--- src/rtl/shifter_pkg.sv ---
// Shared constants and the per-stage control word for the pipelined barrel shifter.
// Optional status outputs (out_zero, out_carry) are built when SHIFTER_STATUS_EN is defined.
package shifter_pkg;

  localparam logic [1:0] MODE_LOG = 2'd0;
  localparam logic [1:0] MODE_ARI = 2'd1;
  localparam logic [1:0] MODE_ROT = 2'd2;
  localparam logic [1:0] MODE_RSV = 2'd3;

  localparam logic DIR_LEFT  = 1'b0;
  localparam logic DIR_RIGHT = 1'b1;

  // Shift field is sized for WIDTH up to 256; unused upper bits stay zero.
  localparam int SHIFT_MAX_W = 8;

  typedef struct packed {
    logic [SHIFT_MAX_W-1:0] shift;
    logic                   dir;
    logic [1:0]             mode;
    logic                   sign;
    logic                   err;
    logic                   carry;
  } stage_ctrl_t;

endpackage

--- src/rtl/shifter_stage.sv ---
// One log-shifter stage: conditional 2^STAGE shift/rotate plus a valid/ready register slot.
// With SHIFTER_STATUS_EN defined it also tracks the last shifted-out bit and a zero flag.
module shifter_stage
  import shifter_pkg::*;
#(
  parameter int WIDTH = 32,
  parameter int STAGE = 0
) (
  input  logic             clk,
  input  logic             rst_n,
  input  logic             in_valid,
  output logic             in_ready,
  input  logic [WIDTH-1:0] in_data,
  input  stage_ctrl_t      in_ctrl,
  output logic             out_valid,
  input  logic             out_ready,
  output logic [WIDTH-1:0] out_data,
  output stage_ctrl_t      out_ctrl
`ifdef SHIFTER_STATUS_EN
  ,
  output logic             out_zero
`endif
);

  localparam int AMT = 1 << STAGE;

  logic [WIDTH-1:0] shifted;
  stage_ctrl_t      next_ctrl;
  logic             take;

  // Reserved-mode ops arrive with zeroed data; skipping them keeps carry at 0.
  assign take = in_ctrl.shift[STAGE] && !in_ctrl.err;

  // NOTE: defaults come first so every path assigns every output (no latch).
  always_comb begin
    shifted   = in_data;
    next_ctrl = in_ctrl;
    if (take) begin
      if (in_ctrl.dir == DIR_LEFT) begin
        if (in_ctrl.mode == MODE_ROT)
          shifted = {in_data[WIDTH-AMT-1:0], in_data[WIDTH-1:WIDTH-AMT]};
        else
          shifted = {in_data[WIDTH-AMT-1:0], {AMT{1'b0}}};
`ifdef SHIFTER_STATUS_EN
        next_ctrl.carry = in_data[WIDTH-AMT];
`endif
      end else begin
        if (in_ctrl.mode == MODE_ROT)
          shifted = {in_data[AMT-1:0], in_data[WIDTH-1:AMT]};
        else if (in_ctrl.mode == MODE_ARI)
          shifted = {{AMT{in_ctrl.sign}}, in_data[WIDTH-1:AMT]};
        else
          shifted = {{AMT{1'b0}}, in_data[WIDTH-1:AMT]};
`ifdef SHIFTER_STATUS_EN
        next_ctrl.carry = in_data[AMT-1];
`endif
      end
    end
  end

  // Slot can load when empty or when its occupant leaves this cycle.
  assign in_ready = !out_valid || out_ready;

  // NOTE: non-blocking assignments so every stage samples pre-edge values of its neighbours.
  always_ff @(posedge clk or negedge rst_n) begin
    if (!rst_n) begin
      // NOTE: datapath registers are reset as well, so out_data reads 0 straight out of reset.
      out_valid <= 1'b0;
      out_data  <= '0;
      out_ctrl  <= '0;
`ifdef SHIFTER_STATUS_EN
      out_zero  <= 1'b0;
`endif
    end else if (in_ready) begin
      out_valid <= in_valid;
      if (in_valid) begin
        out_data <= shifted;
        out_ctrl <= next_ctrl;
`ifdef SHIFTER_STATUS_EN
        out_zero <= (shifted == '0);
`endif
      end
    end
  end

endmodule

--- src/rtl/pipelined_barrel_shifter.sv ---
// Fully pipelined barrel shifter: SHW registered log stages with bubble-collapsing valid/ready.
// SHIFTER_STATUS_EN adds registered out_zero and out_carry outputs.
module pipelined_barrel_shifter
  import shifter_pkg::*;
#(
  parameter  int WIDTH = 32,
  localparam int SHW   = $clog2(WIDTH)
) (
  input  logic             clk,
  input  logic             rst_n,
  input  logic             in_valid,
  output logic             in_ready,
  input  logic [WIDTH-1:0] in_data,
  input  logic [SHW-1:0]   in_shift,
  input  logic             in_dir,
  input  logic [1:0]       in_mode,
  output logic             out_valid,
  input  logic             out_ready,
  output logic [WIDTH-1:0] out_data,
  output logic             out_err
`ifdef SHIFTER_STATUS_EN
  ,
  output logic             out_zero,
  output logic             out_carry
`endif
);

  logic [SHW-1:0]   s_valid;
  logic [SHW-1:0]   s_ready;
  logic [WIDTH-1:0] s_data [SHW];
  stage_ctrl_t      s_ctrl [SHW];
`ifdef SHIFTER_STATUS_EN
  logic [SHW-1:0]   s_zero;
`endif

  logic [WIDTH-1:0] head_data;
  stage_ctrl_t      head_ctrl;
  logic             rsv;

  // Reserved ops enter as zero data so every stage naturally yields out_data = 0.
  assign rsv       = (in_mode == MODE_RSV);
  assign head_data = rsv ? '0 : in_data;

  always_comb begin
    head_ctrl       = '0;
    head_ctrl.shift = SHIFT_MAX_W'(in_shift);
    head_ctrl.dir   = in_dir;
    head_ctrl.mode  = in_mode;
    head_ctrl.sign  = in_data[WIDTH-1];
    head_ctrl.err   = rsv;
  end

  for (genvar k = 0; k < SHW; k++) begin : g_stage
    logic             up_valid;
    logic [WIDTH-1:0] up_data;
    stage_ctrl_t      up_ctrl;
    logic             dn_ready;

    if (k == 0) begin : g_head
      assign up_valid = in_valid;
      assign up_data  = head_data;
      assign up_ctrl  = head_ctrl;
    end else begin : g_body
      assign up_valid = s_valid[k-1];
      assign up_data  = s_data[k-1];
      assign up_ctrl  = s_ctrl[k-1];
    end

    if (k == SHW - 1) begin : g_tail
      assign dn_ready = out_ready;
    end else begin : g_mid
      assign dn_ready = s_ready[k+1];
    end

    shifter_stage #(
      .WIDTH (WIDTH),
      .STAGE (k)
    ) u_stage (
      .clk       (clk),
      .rst_n     (rst_n),
      .in_valid  (up_valid),
      .in_ready  (s_ready[k]),
      .in_data   (up_data),
      .in_ctrl   (up_ctrl),
      .out_valid (s_valid[k]),
      .out_ready (dn_ready),
      .out_data  (s_data[k]),
      .out_ctrl  (s_ctrl[k])
`ifdef SHIFTER_STATUS_EN
      ,
      .out_zero  (s_zero[k])
`endif
    );
  end

  assign in_ready  = s_ready[0];
  assign out_valid = s_valid[SHW-1];
  assign out_data  = s_data[SHW-1];
  assign out_err   = s_ctrl[SHW-1].err;

  // Control fields that are fully consumed before the output are folded here.
  logic unused_ctrl;
`ifdef SHIFTER_STATUS_EN
  assign out_zero    = s_zero[SHW-1];
  assign out_carry   = s_ctrl[SHW-1].carry;
  assign unused_ctrl = ^{s_ctrl[SHW-1].shift, s_ctrl[SHW-1].dir, s_ctrl[SHW-1].mode,
                         s_ctrl[SHW-1].sign, s_zero[SHW-2:0]};
`else
  assign unused_ctrl = ^{s_ctrl[SHW-1].shift, s_ctrl[SHW-1].dir, s_ctrl[SHW-1].mode,
                         s_ctrl[SHW-1].sign, s_ctrl[SHW-1].carry};
`endif

endmodule

--- config.mk ---
export PLATFORM = sky130hd
export DESIGN_NAME = pipelined_barrel_shifter
export DESIGN_NICKNAME = d
export VERILOG_FILES = /design/src/rtl/shifter_pkg.sv /design/src/rtl/shifter_stage.sv /design/src/rtl/pipelined_barrel_shifter.sv
export SDC_FILE = /design/constraint.sdc
export NUM_CORES = 1
export LEC_CHECK = 0
export BUFFER_PORTS_ARGS = -buffer_cell sky130_fd_sc_hd__buf_2
export CAP_MARGIN = 20
export CORE_AREA = 3 3 206 208
export CTS_CLUSTER_SIZE = 20
export DETAILED_ROUTE_END_ITERATION = 8
export DIE_AREA = 0 0 209 211
export SYNTH_ARGS = -nofsm -noshare
export SYNTH_HDL_FRONTEND = slang
export SYNTH_SLANG_ARGS = --single-unit
--- constraint.sdc ---
create_clock -name clk -period 1.8 [get_ports clk]
set_clock_uncertainty 0.05 [all_clocks]
set_input_delay 0.36 -clock clk [delete_from_list [all_inputs] [get_ports clk]]
set_output_delay 0.36 -clock clk [all_outputs]
set_load 0.02 [all_outputs]
# == After elaboration in Yosys (flattened, before gate mapping) ==
# Index checks and enable logic that the tools add are counted.
# Widths: inputs -> output; s select.
# totals
register_bits,206
elab_cells,93
output_inout_bits,35
in_bits,44
# classes
n_reduce_logical,25
eq_ne,11
n_mux,26
# op_table
op,count
$mux 32,21
$mux 16,1
$eq 2x2->1 const B,6
$eq 2x1->1 const B,5
$logic_not 1->1,10
$reduce_and 2->1,5
$mux 8,1
$logic_and 1x1->1,5
$logic_or 1x1->1,5
$mux 4,1
$mux 2,1
$mux 1,1

# == Longest topological paths before layout ==
# Gate-level depths: netlist of the first run.
# logic_depth
ltp_word,7
depth_mapped,6
ltp_nobuf,4

# == Modules after synthesis ==
# From an unflattened synthesis of the first run, not the netlist that was laid out.
# unflattened
cells_unflattened,1008
area_unflattened_um2,13297.8
# modules_own_cells
mod,area_per_inst_um2,seq_area_each_um2,instances,cells_each
shifter_stage (g_stage[0].u_stage),2755.1,1176.1,1,180
shifter_stage (g_stage[1].u_stage),2737.6,1176.1,1,181
shifter_stage (g_stage[2].u_stage),2706.3,1176.1,1,184
shifter_stage (g_stage[3].u_stage),2618.8,1176.1,1,195
shifter_stage (g_stage[4].u_stage),2172.1,1176.1,1,228
pipelined_barrel_shifter,307.8,0.0,1,40

# == Worst setup path before layout of the first run ==
# No wires, ideal clock.
# synth_path
path_kind,register -> register
start,reg g_stage[4].u_stage.out_valid
end,reg g_stage[1].u_stage.out_ctrl[2] (netlist name)
setup_slack_ns,0.132
synth_period_minus_slack_ns,1.668
setup_ns,0.125
stages_incl_launch_ff,5
n_path_buf,1
arrival_time_ns,1.494
required_ns,1.625
cell_sequence,dfrtp_1 -> nand4b_1 -> o21ai_2 -> buf_4 -> mux2_2
# synth_between
elab_chain_len,6
# synth_rtl
element,line_no,rtl
"start, declared",shifter_stage.sv:15,"output logic out_valid,"
"start signal, assigned",shifter_stage.sv:75,out_valid <= in_valid;
$logic_not 1->1,shifter_stage.sv:62,assign in_ready = !out_valid || out_ready;
$logic_or 1x1->1 (4 in a row),shifter_stage.sv:62,
$reduce_and 2->1 (no line),--,
"end signal, assigned",shifter_stage.sv:78,out_ctrl <= next_ctrl;
"end, declared",shifter_stage.sv:18,output stage_ctrl_t out_ctrl
# No other way between the ends.
# A chain may end at the register's enable or synchronous reset.

# == Worst setup path in the final report of the first run ==
# layout_path
start,reg g_stage[4].u_stage.out_valid
end,out in_ready
# layout_between
elab_chain_len,6
# layout_rtl
element,line_no,rtl
$logic_not 1->1,shifter_stage.sv:62,
$logic_or 1x1->1 (5 in a row),shifter_stage.sv:62,
"end, declared",pipelined_barrel_shifter.sv:12,"output logic in_ready,"
# No other way between the ends.

==> results_dict.tcl, run 1 <==
set metrics [dict create \
    outcome "complete, no violations" \
    max_cap_viol_count 0 \
    grt_usage_pct 10.99 \
    critPathLaunchType "register" \
    rsz0062_at_grt "yes" \
    via_per_inst 4.699 \
    core_region_area_um2 40740 \
    multiInputGateArea_um2 4862 \
    die_area_um2 44100 \
    h-tree-depth 4 \
    grt_pass1_vias 7270 \
    ys_types 38 \
    ys_seq_area_share_pct 48.24 \
    syn2layout_area_growth_pct 17.98 \
    ant_nets 0 \
    synthFlopType "dfrtp_1" \
    utilization_pct 29.44 \
    rows 74 \
    seqCellArea_um2 4905 \
    syn_avg_cell_area_um2 9.062 \
    clk_pin_slew_worst_paths_ns 0.07 \
    cts_buffers 17 \
    synth_edf_count 0 \
    worst_slack_ns 0.04376 \
    cp_data_required_time_ns 1.39 \
    ys_warn_count 0 \
    power.leakage_nw 5.178 \
    swShare_pct 39.27 \
    portBuffers 78 \
    fillers 4299 \
    yosysTopAreaCell "dfrtp_1" \
    hold_viol 0 \
    finalMaxSlewViolations 0 \
    dpl.hpwl_um 17320 \
    vias 8069 \
    dp_worst_setup_slack_ns 0.01564 \
    period_share_pct 97.57 \
    antenna_found_initial 0 \
    p_per_area_nw_per_um2 1488 \
    netlist_instances 1122 \
    p_seq_share_pct 42.0 \
    initial_utilization_pct 24.96 \
    place_congestion 0.8017 \
    drt-initial-drc-count 591 \
    clockPowerShare_pct 22.1 \
    power.internal_mw 10.84 \
    io_pins 79 \
    fmax_mhz 569.4 \
    fin_nets 1217 \
    relSlewSlack_pct 60.64 \
    ys_ff_latch 196 \
    yosys-top-cells-area "dfrtp_1, mux2i_1, nand2_1" \
    post-route-min-period_ns 1.756 \
    async_flop_share_pct 100.0 \
    tns_ns 0 \
    wl_per_cell_um 14.01 \
    mostFrequentLayoutCells "dfrtp_1, nand2_1, a21oi_1" \
    grt_pass1_wl_um 40270 \
    hold_class "input pin to register" \
    setup_viol 0 \
    setup.worst_path.class "register to output port" \
    cts-root-buf "clkbuf_16" \
    cts.sinks 196 \
    worstSkewPairLatency_ns 0.44 \
    cp_max_fo 5 \
    drive_gt1_share_pct 18.14 \
    ir_drop_v 0.0006149 \
    hold_ws_ns 0.1058 \
    die_w_um 209 \
    die_y_um 211 \
    grt-ovfl-total 0 \
    power_mw 17.85 \
    drc 0 \
    drt-pass1-iter-count 5 \
    synth_top_area_share_pct 48.24 \
    synth_area_um2 10170 \
    clockBufferDepth 2 \
    grt_start_max_net_pins 65 \
    cts_tree "yes" \
    p_switching_mw 7.008 \
    wirelength_um 24050 \
    final_common_cell "dfrtp_1" \
    pwr-share-comb_pct 35.9 \
    antenna_cells 0 \
    cp.arrival_ns 1.35 \
    synth_nets 1166 \
    end_kind "output port" \
    worstMarginPinSlew_ns 0.5904 \
]
[final cells by class]
type	instances	share of cell area [%]
repair buffers	119	7.844
clock buffers	18	3.578
flip-flops and latches	196	40.89
well taps	532	5.549
inverters	5	0.1565
multi-input cells	834	40.53
clock inverters	13	1.450
[logic make-up after synthesis]
group                  Yosys count  synth area share (%)
AO/OA/AOI/OAI                  366                 21.38
buffers and inverters           92                 4.172
flip-flops                     196                 48.24
multiplexers                   116                 12.00
AND/OR/NAND/NOR                352                 14.21
[Yosys cell counts, drive strengths merged, types with 14 or more instances]
cell    count
dfrtp     196
nand2     182
a21oi     132
o21ai     130
nor2      127
mux2i      69
buf        48
a22oi      47
mux2       47
clkbuf     39
nor2b      23
o31ai      17
a221o      14
a31o       14
[registers in the layout, indices dropped and copies added (netlist names)]
signal and count:
g_stage.u_stage.out_valid 5, g_stage.u_stage.out_ctrl 31, g_stage.u_stage.out_data 160
[final timing paths]
check | startpoint | to | slack [ns] | cells after the start
worst max-delay path | g_stage[4].u_stage.out_valid | in_ready | 0.04 | 3
worst min-delay path | in_valid | g_stage[0].u_stage.out_valid | 0.11 | 3
worst max register to register | g_stage[2].u_stage.out_valid | g_stage[0].u_stage.out_ctrl[5] | 0.10 | 5
worst min register to register | g_stage[1].u_stage.out_ctrl[10] | g_stage[2].u_stage.out_ctrl[10] | 0.42 | 2
max in group asynchronous | rst_n | g_stage[0].u_stage.out_data[13] | 0.71 | 3
min in group asynchronous | rst_n | g_stage[4].u_stage.out_ctrl[1] | 0.39 | 2
[worst max-delay path: stages (launching register included)]
cell	delay, ns
dfrtp_1	0.41
and4b_4	0.26
nand3_2	0.09
buf_6	0.15
[what timing repair did]
action,4_1_cts,5_1_grt
gates resized for setup,3,1
buffers inserted,0,7
pin swaps,1,3
hold endpoints to repair,46,0
setup endpoints to repair,1,15
hold buffers,1,0
[through the flow]
step / cells / instance area [um^2]
2_1_floorplan: 1122 / 10170
3_3_place_gp: 1678 / 11320
3_5_place_dp: 1678 / 11320
4_1_cts: 1710 / 11940
5_1_grt: 1717 / 12000
6_report: 1717 / 12000
[routing by layer]
metal,vias to the layer above,share of wire (%),GRT usage [%]
met4,0,1.1,2.564
met1,3803,53,17.56
met3,20,4.8,2.287
li1,4053,-,-
met2,193,41,14.96
met5,-,0,0
[power by group through the flow]
stage | Combinational [mW] | Clock [mW] | Sequential [mW]
after CTS | 6.39 | 4.05 | 7.50
final | 6.41 | 3.94 | 7.50
after detailed placement | 6.36 | 0 | 7.59
after global placement | 6.24 | 0 | 7.51
after global routing | 7.22 | 4.22 | 7.77
after floorplan | 4.26 | 0 | 7.45
(Power assumes the default switching activity.)
==> inputs of run 2 (changes only) <==
CORE_AREA = 3 3 175 177   (was 3 3 206 208)
DIE_AREA = 0 0 178 180   (was 0 0 209 211)
==> run 2 against run 1 <==
Compared with the run above: setup slack better by 0.016 ns; core utilization increased by 11 points; total power down 1.5%; clock-buffer cell count up 1; design area decreased by 1.4%; routed wire length decreased by 2.3%; cell count shrank 7.9%; via count fell by 0.89%; combinational power is essentially flat; critical endpoint unchanged; highest routed layer unchanged.
==> results_dict.tcl, run 2 (synthesized netlist as in run 1, its figures left out) <==
set metrics [dict create \
    ant_nets 0 \
    die_w_um 178 \
    fillers 2940 \
    cts_buffers 17 \
    syn2layout_area_growth_pct 16.29 \
    power.leakage_nw 5.178 \
    clockBufferDepth 2 \
    dp_worst_setup_slack_ns 0.02350 \
    clk_pin_slew_worst_paths_ns 0.07 \
    setup_viol 0 \
    r2r-end "g_stage[0].u_stage.out_data[31]" \
    cts-root-buf "clkbuf_16" \
    worstSkewPairLatency_ns 0.44 \
    grt_usage_pct 14.97 \
    place_congestion 0.7972 \
    drt-pass1-iter-count 5 \
    worstHoldPathCells 2 \
    critPathLaunchType "register" \
    fmax_mhz 574.5 \
    startpoint "g_stage[4].u_stage.out_valid" \
    antenna_found_initial 0 \
    reg2reg_depth 5 \
    post-route-min-period_ns 1.741 \
    reg2reg_from "g_stage[3].u_stage.out_valid" \
    hold_class "input pin to register" \
    hold_viol 0 \
    worstMarginPinSlew_ns 0.7275 \
    wirelength_um 23490 \
    p_per_area_nw_per_um2 1486 \
    worst_slack_ns 0.05945 \
    rows 63 \
    via_per_inst 5.055 \
    relSlewSlack_pct 51.50 \
    power_mw 17.57 \
    drc 0 \
    io_pins 79 \
    antenna_cells 0 \
    wl_per_cell_um 14.85 \
    top_regs "g_stage.u_stage.out_data x160, g_stage.u_stage.out_ctrl x31, g_stage.u_stage.out_valid x5" \
    period_share_pct 96.70 \
    die_y_um 180 \
    cp_max_fo 3 \
    grt_start_max_net_pins 65 \
    grt_pass1_vias 7589 \
    end_kind "output port" \
    max_cap_viol_count 0 \
    crit_path_end "in_ready" \
    top_register "g_stage.u_stage.out_data" \
    fin_nets 1223 \
    drt-initial-drc-count 332 \
    grt-ovfl-total 0 \
    portBuffers 78 \
    drive_gt1_share_pct 18.62 \
    stdcell_count 1582 \
    ir_drop_v 0.0007784 \
    final_common_cell "dfrtp_1" \
    rrSetupSlack_ns 0.08 \
    grt_pass1_wl_um 39900 \
    setup.worst_path.class "register to output port" \
    largest_reg_flops 160 \
    core_region_area_um2 29400 \
    dp.cells 1545 \
    outcome "complete, no violations" \
    initial_utilization_pct 34.58 \
    mostFrequentLayoutCells "dfrtp_1, nand2_1, a21oi_1" \
    cp.arrival_ns 1.33 \
    vias 7997 \
    h-tree-depth 4 \
    cts_tree "yes" \
    cp_data_required_time_ns 1.39 \
    hold_ws_ns 0.08940 \
    cts.sinks 196 \
    dpl.hpwl_um 16950 \
    utilization_pct 40.21 \
    finalMaxSlewViolations 0 \
    die_area_um2 32040 \
]
-- run 2: per-stage QoR --
| step | TNS, ns | instance area [um^2] |
|---|---|---|
| after global routing | -0.004722 | 11820 |
| after CTS | 0 | 11780 |
| after global placement | 0 | 11190 |
| after floorplan | 0 | 10170 |
| after detailed placement | 0 | 11190 |
| final | 0 | 11820 |
-- run 2: worst max-delay path, stage by stage, from the launching register on --
cell and delay [ns]:
dfrtp_1 0.36, and4b_4 0.29, nand3_4 0.09, buf_6 0.15
-- run 2: repair_timing --
action / in CTS / in global routing
endpoints found under the hold margin: 23 / 0
pin swaps: 1 / 2
hold buffers: 1 / 0
buffers inserted: 3 / 1
gates resized for setup: 1 / 5
setup endpoints to repair: 1 / 39
-- run 2: cell type report --
class                      count  area (um^2)  share of cell area [%]
clock buffer                  19        432.9                   3.661
clock inverter                13        122.6                   1.037
inverter                       5        18.77                  0.1587
multi-input combinational    834         4871                   41.20
sequential                   196         4905                   41.48
tap                          390        488.0                   4.127
timing repair buffer         125        985.9                   8.339
-- run 2: how the worst min path moves through the flow --
stage	endpoint	start
detailed placement	g_stage[4].u_stage.out_data[16]	rst_n
CTS	g_stage[0].u_stage.out_ctrl[9]	in_shift[3]
floorplan	g_stage[0].u_stage.out_ctrl[10]	rst_n
global placement	g_stage[4].u_stage.out_data[16]	rst_n
global route	g_stage[0].u_stage.out_ctrl[8]	in_shift[2]
finish	g_stage[0].u_stage.out_ctrl[9]	in_shift[3]
-- run 2: layer usage --
layer	wire [um]	GRT usage (%)	part of all wire, %	vias to the layer above
li1	-	-	-	4076
met1	12010	22.01	51	3761
met2	10350	22.91	44	143
met3	845	2.619	3.6	17
met4	294	3.582	1.3	0
met5	0	0	0	-
-- run 2: power by group --
group / switching [mW] / leakage, nW / internal [mW]
clock: 1.75 / 0.266 / 1.93
combinational: 3.73 / 2.51 / 2.71
sequential: 1.48 / 2.40 / 5.97
